File: config.mk
export PLATFORM = sky130hd
export DESIGN_NAME = ram_loader_flat
export DESIGN_NICKNAME = d
export VERILOG_FILES = /design/src/rtl/ram_loader_pkg.sv /design/src/rtl/ram_loader_if.sv /design/src/rtl/ram_loader_byte_word_packer.sv /design/src/rtl/ram_loader.sv /design/src/flat_wrapper.sv
export SDC_FILE = /design/constraint.sdc
export NUM_CORES = 1
export LEC_CHECK = 0
export CORE_MARGIN = 10
export CORE_UTILIZATION = 50
export CTS_CLUSTER_SIZE = 12
export DETAILED_ROUTE_END_ITERATION = 7
export GPL_ROUTABILITY_DRIVEN = 0
export PLACE_DENSITY = 0.76
export SYNTH_ARGS = -nofsm -noshare
export SYNTH_HDL_FRONTEND = slang
export SYNTH_SLANG_ARGS = --single-unit
File: constraint.sdc
create_clock -name clock -period 2.4 [get_ports clock]
set_clock_uncertainty 0.1 [all_clocks]
set_input_delay 0.24 -clock clock [delete_from_list [all_inputs] [get_ports clock]]
set_output_delay 0.24 -clock clock [all_outputs]
set_load 0.1 [all_outputs]
File: src/rtl/ram_loader_pkg.sv
// Shared definitions for the RAM byte-stream loader: FSM state encoding,
// word geometry and target selection codes.
package ram_loader_pkg;

  typedef enum logic [2:0] {
    ST_IDLE  = 3'd0,
    ST_RECV  = 3'd1,
    ST_WRITE = 3'd2,
    ST_CHECK = 3'd3,
    ST_DONE  = 3'd4
  } state_e;

  localparam int   BYTES_PER_WORD = 4;
  localparam logic TARGET_INSTR   = 1'b0;
  localparam logic TARGET_DATA    = 1'b1;

endpackage

File: src/rtl/ram_loader_if.sv
// Session control, byte stream and RAM write-port bundle of the loader.
// master = host/core side, slave = loader side.
interface ram_loader_if #(
  parameter int ADDR_WIDTH = 8
);
  logic                  start;
  logic                  target;
  logic [ADDR_WIDTH:0]   word_count;
  logic                  byte_valid;
  logic [7:0]            byte_data;
  logic                  byte_ready;
  logic                  fetch_ram_load;
  logic                  mem_ram_load;
  logic                  ram_write_enable;
  logic [ADDR_WIDTH-1:0] ram_address;
  logic [31:0]           ram_write_data;
  logic                  busy;
  logic                  done;
  logic                  checksum_error;

  modport master (
    output start, target, word_count, byte_valid, byte_data,
    input  byte_ready, fetch_ram_load, mem_ram_load, ram_write_enable,
           ram_address, ram_write_data, busy, done, checksum_error
  );

  modport slave (
    input  start, target, word_count, byte_valid, byte_data,
    output byte_ready, fetch_ram_load, mem_ram_load, ram_write_enable,
           ram_address, ram_write_data, busy, done, checksum_error
  );
endinterface

File: src/rtl/ram_loader_byte_word_packer.sv
// Big-endian byte-to-word packer. The first byte of a word lands in
// bits [31:24]. word/word_ready are combinational so the FSM can register
// the completed word on the same edge that accepts the final byte.
module byte_word_packer
  import ram_loader_pkg::*;
(
  input  logic        clock,
  input  logic        reset,
  input  logic        clear,
  input  logic        byte_en,
  input  logic [7:0]  byte_in,
  output logic [31:0] word,
  output logic        word_ready
);

  localparam logic [1:0] LAST_IDX = 2'(BYTES_PER_WORD - 1);

  logic [1:0]  idx_q, idx_d;
  logic [23:0] pack_q, pack_d;

  assign word       = {pack_q, byte_in};
  assign word_ready = byte_en & (idx_q == LAST_IDX);

  // Advance the byte index and shift in earlier bytes of the word.
  always_comb begin
    idx_d  = idx_q;
    pack_d = pack_q;
    if (clear) begin
      idx_d = 2'd0;
    end else if (byte_en) begin
      idx_d  = idx_q + 2'd1;
      pack_d = {pack_q[15:0], byte_in};
    end
  end

  // Index is control and is reset; the pack register only holds data.
  always_ff @(posedge clock) begin
    if (reset) idx_q <= 2'd0;
    else       idx_q <= idx_d;
    pack_q <= pack_d;
  end

endmodule

File: src/rtl/ram_loader.sv
// Byte-stream RAM loader: packs bytes big-endian into 32-bit words and
// writes them to consecutive word addresses from 0, owning the selected
// RAM's write port for the whole session.
// Optional feature macro: RAM_LOADER_CHECKSUM_EN adds a trailing 32-bit
// checksum word compared against the mod-2^32 sum of the written words.
module ram_loader
  import ram_loader_pkg::*;
#(
  parameter int ADDR_WIDTH = 8
) (
  input  logic         clock,
  input  logic         reset,
  ram_loader_if.slave  bus
);

`ifdef RAM_LOADER_CHECKSUM_EN
  localparam state_e ST_AFTER_DATA = ST_CHECK;
`else
  localparam state_e ST_AFTER_DATA = ST_DONE;
`endif
  localparam logic [ADDR_WIDTH:0]   CNT_ONE  = {{ADDR_WIDTH{1'b0}}, 1'b1};
  localparam logic [ADDR_WIDTH-1:0] ADDR_ONE = {{(ADDR_WIDTH-1){1'b0}}, 1'b1};

  state_e                state_q, state_d;
  logic                  target_q, target_d;
  logic [ADDR_WIDTH:0]   cnt_q, cnt_d;
  logic [ADDR_WIDTH-1:0] addr_q, addr_d;
  logic [31:0]           wdata_q, wdata_d;
  logic                  byte_ready_q, byte_ready_d;
  logic                  we_q, we_d;
  logic                  busy_q, busy_d;
  logic                  done_q, done_d;
  logic                  fetch_q, fetch_d;
  logic                  mem_q, mem_d;
`ifdef RAM_LOADER_CHECKSUM_EN
  logic [31:0]           sum_q, sum_d;
  logic                  chk_err_q, chk_err_d;
`endif

  logic        accept;
  logic        word_ready;
  logic [31:0] word;

  assign accept = bus.byte_valid & byte_ready_q;

  byte_word_packer u_packer (
    .clock      (clock),
    .reset      (reset),
    .clear      (state_q == ST_IDLE),
    .byte_en    (accept),
    .byte_in    (bus.byte_data),
    .word       (word),
    .word_ready (word_ready)
  );

  // Next-state and next-output decode; outputs follow the next state so
  // they are registered and aligned with the state they describe.
  always_comb begin
    state_d  = state_q;
    target_d = target_q;
    cnt_d    = cnt_q;
    addr_d   = addr_q;
    wdata_d  = wdata_q;
`ifdef RAM_LOADER_CHECKSUM_EN
    sum_d     = sum_q;
    chk_err_d = chk_err_q;
`endif
    unique case (state_q)
      ST_IDLE: begin
        if (bus.start) begin
          target_d = bus.target;
          cnt_d    = bus.word_count;
          addr_d   = '0;
`ifdef RAM_LOADER_CHECKSUM_EN
          sum_d     = '0;
          chk_err_d = 1'b0;
`endif
          state_d  = (bus.word_count == '0) ? ST_AFTER_DATA : ST_RECV;
        end
      end
      ST_RECV: begin
        if (word_ready) begin
          wdata_d = word;
          state_d = ST_WRITE;
`ifdef RAM_LOADER_CHECKSUM_EN
          sum_d   = sum_q + word;
`endif
        end
      end
      ST_WRITE: begin
        cnt_d = cnt_q - CNT_ONE;
        // The address stays on the last word so a full-depth load never wraps.
        if (cnt_q == CNT_ONE) begin
          state_d = ST_AFTER_DATA;
        end else begin
          state_d = ST_RECV;
          addr_d  = addr_q + ADDR_ONE;
        end
      end
      ST_CHECK: begin
`ifdef RAM_LOADER_CHECKSUM_EN
        if (word_ready) begin
          chk_err_d = (word != sum_q);
          state_d   = ST_DONE;
        end
`else
        state_d = ST_IDLE;
`endif
      end
      ST_DONE:  state_d = ST_IDLE;
      default:  state_d = ST_IDLE;
    endcase

    busy_d       = (state_d != ST_IDLE);
    byte_ready_d = (state_d == ST_RECV) || (state_d == ST_CHECK);
    we_d         = (state_d == ST_WRITE);
    done_d       = (state_d == ST_DONE);
    fetch_d      = busy_d && (target_d == TARGET_INSTR);
    mem_d        = busy_d && (target_d == TARGET_DATA);
  end

  // FSM state, session registers and registered outputs.
  always_ff @(posedge clock) begin
    if (reset) begin
      state_q      <= ST_IDLE;
      target_q     <= 1'b0;
      cnt_q        <= '0;
      addr_q       <= '0;
      wdata_q      <= '0;
      byte_ready_q <= 1'b0;
      we_q         <= 1'b0;
      busy_q       <= 1'b0;
      done_q       <= 1'b0;
      fetch_q      <= 1'b0;
      mem_q        <= 1'b0;
`ifdef RAM_LOADER_CHECKSUM_EN
      sum_q        <= '0;
      chk_err_q    <= 1'b0;
`endif
    end else begin
      state_q      <= state_d;
      target_q     <= target_d;
      cnt_q        <= cnt_d;
      addr_q       <= addr_d;
      wdata_q      <= wdata_d;
      byte_ready_q <= byte_ready_d;
      we_q         <= we_d;
      busy_q       <= busy_d;
      done_q       <= done_d;
      fetch_q      <= fetch_d;
      mem_q        <= mem_d;
`ifdef RAM_LOADER_CHECKSUM_EN
      sum_q        <= sum_d;
      chk_err_q    <= chk_err_d;
`endif
    end
  end

  assign bus.byte_ready       = byte_ready_q;
  assign bus.ram_write_enable = we_q;
  assign bus.ram_address      = addr_q;
  assign bus.ram_write_data   = wdata_q;
  assign bus.busy             = busy_q;
  assign bus.done             = done_q;
  assign bus.fetch_ram_load   = fetch_q;
  assign bus.mem_ram_load     = mem_q;
`ifdef RAM_LOADER_CHECKSUM_EN
  assign bus.checksum_error   = chk_err_q;
`else
  assign bus.checksum_error   = 1'b0;
`endif

endmodule
File: src/flat_wrapper.sv
// flat-port wrapper written by rule: the top's interface ports become plain ports
module ram_loader_flat import ram_loader_pkg::*;
#(
  parameter int ADDR_WIDTH = 8
)
  (clock, reset, bus_start, bus_target, bus_word_count, bus_byte_valid, bus_byte_data, bus_byte_ready, bus_fetch_ram_load, bus_mem_ram_load, bus_ram_write_enable, bus_ram_address, bus_ram_write_data, bus_busy, bus_done, bus_checksum_error);
  ram_loader_if #(.ADDR_WIDTH(ADDR_WIDTH)) bus_i ();
  input  logic clock;
  input  logic reset;
  input wire logic [$bits(bus_i.start)-1:0] bus_start;
  input wire logic [$bits(bus_i.target)-1:0] bus_target;
  input wire logic [$bits(bus_i.word_count)-1:0] bus_word_count;
  input wire logic [$bits(bus_i.byte_valid)-1:0] bus_byte_valid;
  input wire logic [$bits(bus_i.byte_data)-1:0] bus_byte_data;
  output wire logic [$bits(bus_i.byte_ready)-1:0] bus_byte_ready;
  output wire logic [$bits(bus_i.fetch_ram_load)-1:0] bus_fetch_ram_load;
  output wire logic [$bits(bus_i.mem_ram_load)-1:0] bus_mem_ram_load;
  output wire logic [$bits(bus_i.ram_write_enable)-1:0] bus_ram_write_enable;
  output wire logic [$bits(bus_i.ram_address)-1:0] bus_ram_address;
  output wire logic [$bits(bus_i.ram_write_data)-1:0] bus_ram_write_data;
  output wire logic [$bits(bus_i.busy)-1:0] bus_busy;
  output wire logic [$bits(bus_i.done)-1:0] bus_done;
  output wire logic [$bits(bus_i.checksum_error)-1:0] bus_checksum_error;
  assign bus_i.start = bus_start;
  assign bus_i.target = bus_target;
  assign bus_i.word_count = bus_word_count;
  assign bus_i.byte_valid = bus_byte_valid;
  assign bus_i.byte_data = bus_byte_data;
  assign bus_byte_ready = bus_i.byte_ready;
  assign bus_fetch_ram_load = bus_i.fetch_ram_load;
  assign bus_mem_ram_load = bus_i.mem_ram_load;
  assign bus_ram_write_enable = bus_i.ram_write_enable;
  assign bus_ram_address = bus_i.ram_address;
  assign bus_ram_write_data = bus_i.ram_write_data;
  assign bus_busy = bus_i.busy;
  assign bus_done = bus_i.done;
  assign bus_checksum_error = bus_i.checksum_error;
  ram_loader #(.ADDR_WIDTH(ADDR_WIDTH)) u_core (.clock(clock), .reset(reset), .bus(bus_i));
endmodule
==> results.sh <==
export IMPL_period_needed_ps=2088
export IMPL_ir_drop_uv=435.3
export IMPL_ctsResizeCount=0
export IMPL_yosys_area_top_type_share_pct=37.96
export IMPL_worstMarginPinSlew_ps=654.1
export IMPL_num_io_pins=69
export IMPL_die_y_um=100.2
export IMPL_via_per_inst=5.397
export IMPL_crit_path_start_kind="register"
export IMPL_vias=2515
export IMPL_firstDrtPassIters=4
export IMPL_grt_pass1_vias=2419
export IMPL_total_power_mw=2.726
export IMPL_grt_util_all_layers_pct=14.38
export IMPL_grt_overflow=0
export IMPL_outcome="finished clean"
export IMPL_clock_fmax_mhz=478.9
export IMPL_place_inst=450
export IMPL_grt_pass1_wl_um=11760
export IMPL_die_area_um2=10040
export IMPL_drc=0
export IMPL_rows=29
export IMPL_drive_gt1_share_pct=19.79
export IMPL_synthFlopType="dfxtp_1"
export IMPL_clkTransAtPathRegs_ps=90
export IMPL_report_final_slew_viol_count=0
export IMPL_syn_nets=347
export IMPL_cts_sinks=85
export IMPL_ant_nets=0
export IMPL_start_util_pct=50.95
export IMPL_period_share_pct=87.00
export IMPL_slew_headroom_pct=55.93
export IMPL_fin_util_pct=63.73
export IMPL_synth_edff_count=24
export IMPL_r2r_slack_ps=310
export IMPL_netlist_area_um2=3217
export IMPL_core_um2=6314
export IMPL_clkLatencyLatePin_ps=350
export IMPL_cp_end_kind="register"
export IMPL_p_per_area_nw_per_um2=677.4
export IMPL_fin_nets=410
export IMPL_worst_setup_path_type="reg2reg"
export IMPL_hp_class="in2reg"
export IMPL_place_hpwl_um=5148
export IMPL_synth_seq_area_share_pct=60.37
export IMPL_fin_area_um2=4024
export IMPL_wl_per_cell_um=15.77
export IMPL_cp_required_ps=2530
export IMPL_yosysWarnings=0
export IMPL_post_cts_buffers=0
export IMPL_power_leakage_nw=1.499
export IMPL_fin_tns_setup_ps=0
export IMPL_synthTopCellsByArea="dfxtp_1 (38%), edfxtp_1 (22%), nand2_1 (8.8%), a21oi_1 (6.8%), clkbuf_1 (1.9%)"
export IMPL_postPlaceCellArea_um2=3826
export IMPL_cp_arrival_ps=2220
export IMPL_postCtsHoldBufs=0
export IMPL_n_antenna_cell=0
export IMPL_ys_async_sr_fraction_pct=0
export IMPL_grt_max_degree=45
export IMPL_yosys_register_bits=85
export IMPL_htree_levels=3
export IMPL_tritoncts="yes"
export IMPL_port_buffers=67
export IMPL_hold_viol_final=0
export IMPL_fp_dieW_um=100.2
export IMPL_clockBufferDepth=2
export IMPL_cp_max_fo=9
export IMPL_drt_iter0_drc=159
export IMPL_stdcell_count=466
export IMPL_yosys_area_top_type="dfxtp_1"
export IMPL_cts_buffers=9
export IMPL_syn_to_final_growth_pct=25.09
export IMPL_syn_inst=321
export IMPL_avgSynthCellArea_um2=10.02
export IMPL_synth_cell_types=47
export IMPL_clockRootBuffer="clkbuf_8"
export IMPL_routed_wirelength_um=7348
export IMPL_rsz0062_at_grt="no"
export IMPL_grt_antenna_before_repair=0
export IMPL_max_cap_viol_count=0
export IMPL_setup_viol_count_final=0
==> cells by family after synthesis <==
kind of cell             count (synthesis)  share of synthesized area [%]
multiplexers                             2                         0.6224
other                                    1                         0.1166
adder cells (fa/ha/maj)                  4                          1.556
flip-flops                              85                          60.37
XOR/XNOR                                 7                          1.906
AO/OA/AOI/OAI                           69                          13.19
AND/OR/NAND/NOR                        127                          18.86
buffers and inverters                   26                          3.384
==> layer usage <==
metal / part of all wire (%) / up-vias / global-route usage, % / routed length [um]
li1: - / 1259 / - / -
met1: 45 / 1184 / 17.78 / 3271
met2: 49 / 68 / 22.30 / 3582
met3: 5.9 / 4 / 4.533 / 435
met4: 0.80 / 0 / 6.739 / 59
met5: 0 / - / 0 / 0
==> path summary, 6_finish.rpt <==
check | start | end | cells past startpoint
max | u_core.cnt_q[1] | u_core.bus.ram_address[7] | 6
min | reset | u_core.bus.ram_address[0] | 2
max reg2reg | u_core.cnt_q[1] | u_core.bus.ram_address[7] | 6
min reg2reg | u_core.u_packer.pack_q[0] | u_core.u_packer.pack_q[8] | 0
==> cell type report <==
class,count,area [um^2]
Clock buffer,10,148.9
Clock inverter,6,48.80
Fill cell,549,2290
Inverter,5,18.77
Multi-Input combinational cell,210,1174
Sequential cell,85,1942
Tap cell,77,96.34
Timing Repair Buffer,73,595.6
==> placed cells by master (no fill, tap or decap), drive strengths merged, types with 2 or more instances in the layout <==
master | Yosys | final
clkinv | 0 | 2
a2111o | 2 | 2
nor4 | 3 | 3
nor3 | 4 | 4
nor3b | 2 | 2
nand2 | 75 | 75
dfxtp | 61 | 61
mux2i | 2 | 2
nor4b | 2 | 2
edfxtp | 24 | 24
xnor2 | 2 | 2
nor2 | 15 | 15
inv | 5 | 9
or3 | 2 | 2
o211ai | 5 | 5
and4 | 2 | 2
nor2b | 2 | 2
a31oi | 4 | 4
a21oi | 44 | 44
o21ai | 2 | 2
ha | 4 | 4
clkbuf | 17 | 10
clkdlybuf4s50 | 0 | 20
xor2 | 5 | 5
nand3 | 5 | 5
o2111ai | 4 | 4
or4 | 2 | 2
or4b | 2 | 2
buf | 4 | 53
and2 | 3 | 3
nand4 | 4 | 4
==> Yosys cell counts, types with 3 or more instances <==
master	count
clkbuf_1	16
xor2_1	5
nand3_1	5
o2111ai_1	4
nor4_1	3
inv_1	5
nand2_1	75
edfxtp_1	24
nor2_1	15
nand4_1	4
ha_1	4
dfxtp_1	61
and2_1	3
o211ai_1	5
nor3_1	4
a21oi_1	44
a31oi_1	4
==> worst max-delay path, cell delays in order (launching register included) <==
cell and delay, ps:
dfxtp_1 350, inv_1 100, ha_1 160, or4b_2 680
o21ai_2 330, a2111o_1 200, nand2_1 50
==> flip-flops by register name (all words and copies together) (netlist names), 2 cells and up <==
name and cells:
u_core.bus.ram_address 8, u_core.bus.ram_write_data 32, u_core.cnt_q 9, u_core.state_q 3
u_core.u_packer.idx_q 2, u_core.u_packer.pack_q 24
==> power by group <==
part           leakage, nW  total, mW  switching, mW  internal, mW
Clock                0.103      0.997          0.543         0.454
Combinational        0.685      0.214          0.132        0.0817
Sequential           0.711       1.51         0.0208          1.49
Total                 1.50       2.73          0.696          2.03
==> through the flow <==
| stage | setup WS (ps) | hold slack [ps] |
|---|---|---|
| 3_3_place_gp | 224.8 | 333.2 |
| 3_5_place_dp | 155.1 | 336.6 |
| 2_1_floorplan | 167.0 | 238.9 |
| 5_1_grt | 200.4 | 122.3 |
| 4_1_cts | 338.2 | 85.98 |
| 6_report | 311.9 | 104.1 |
Power figures use the tool's default switching activity.
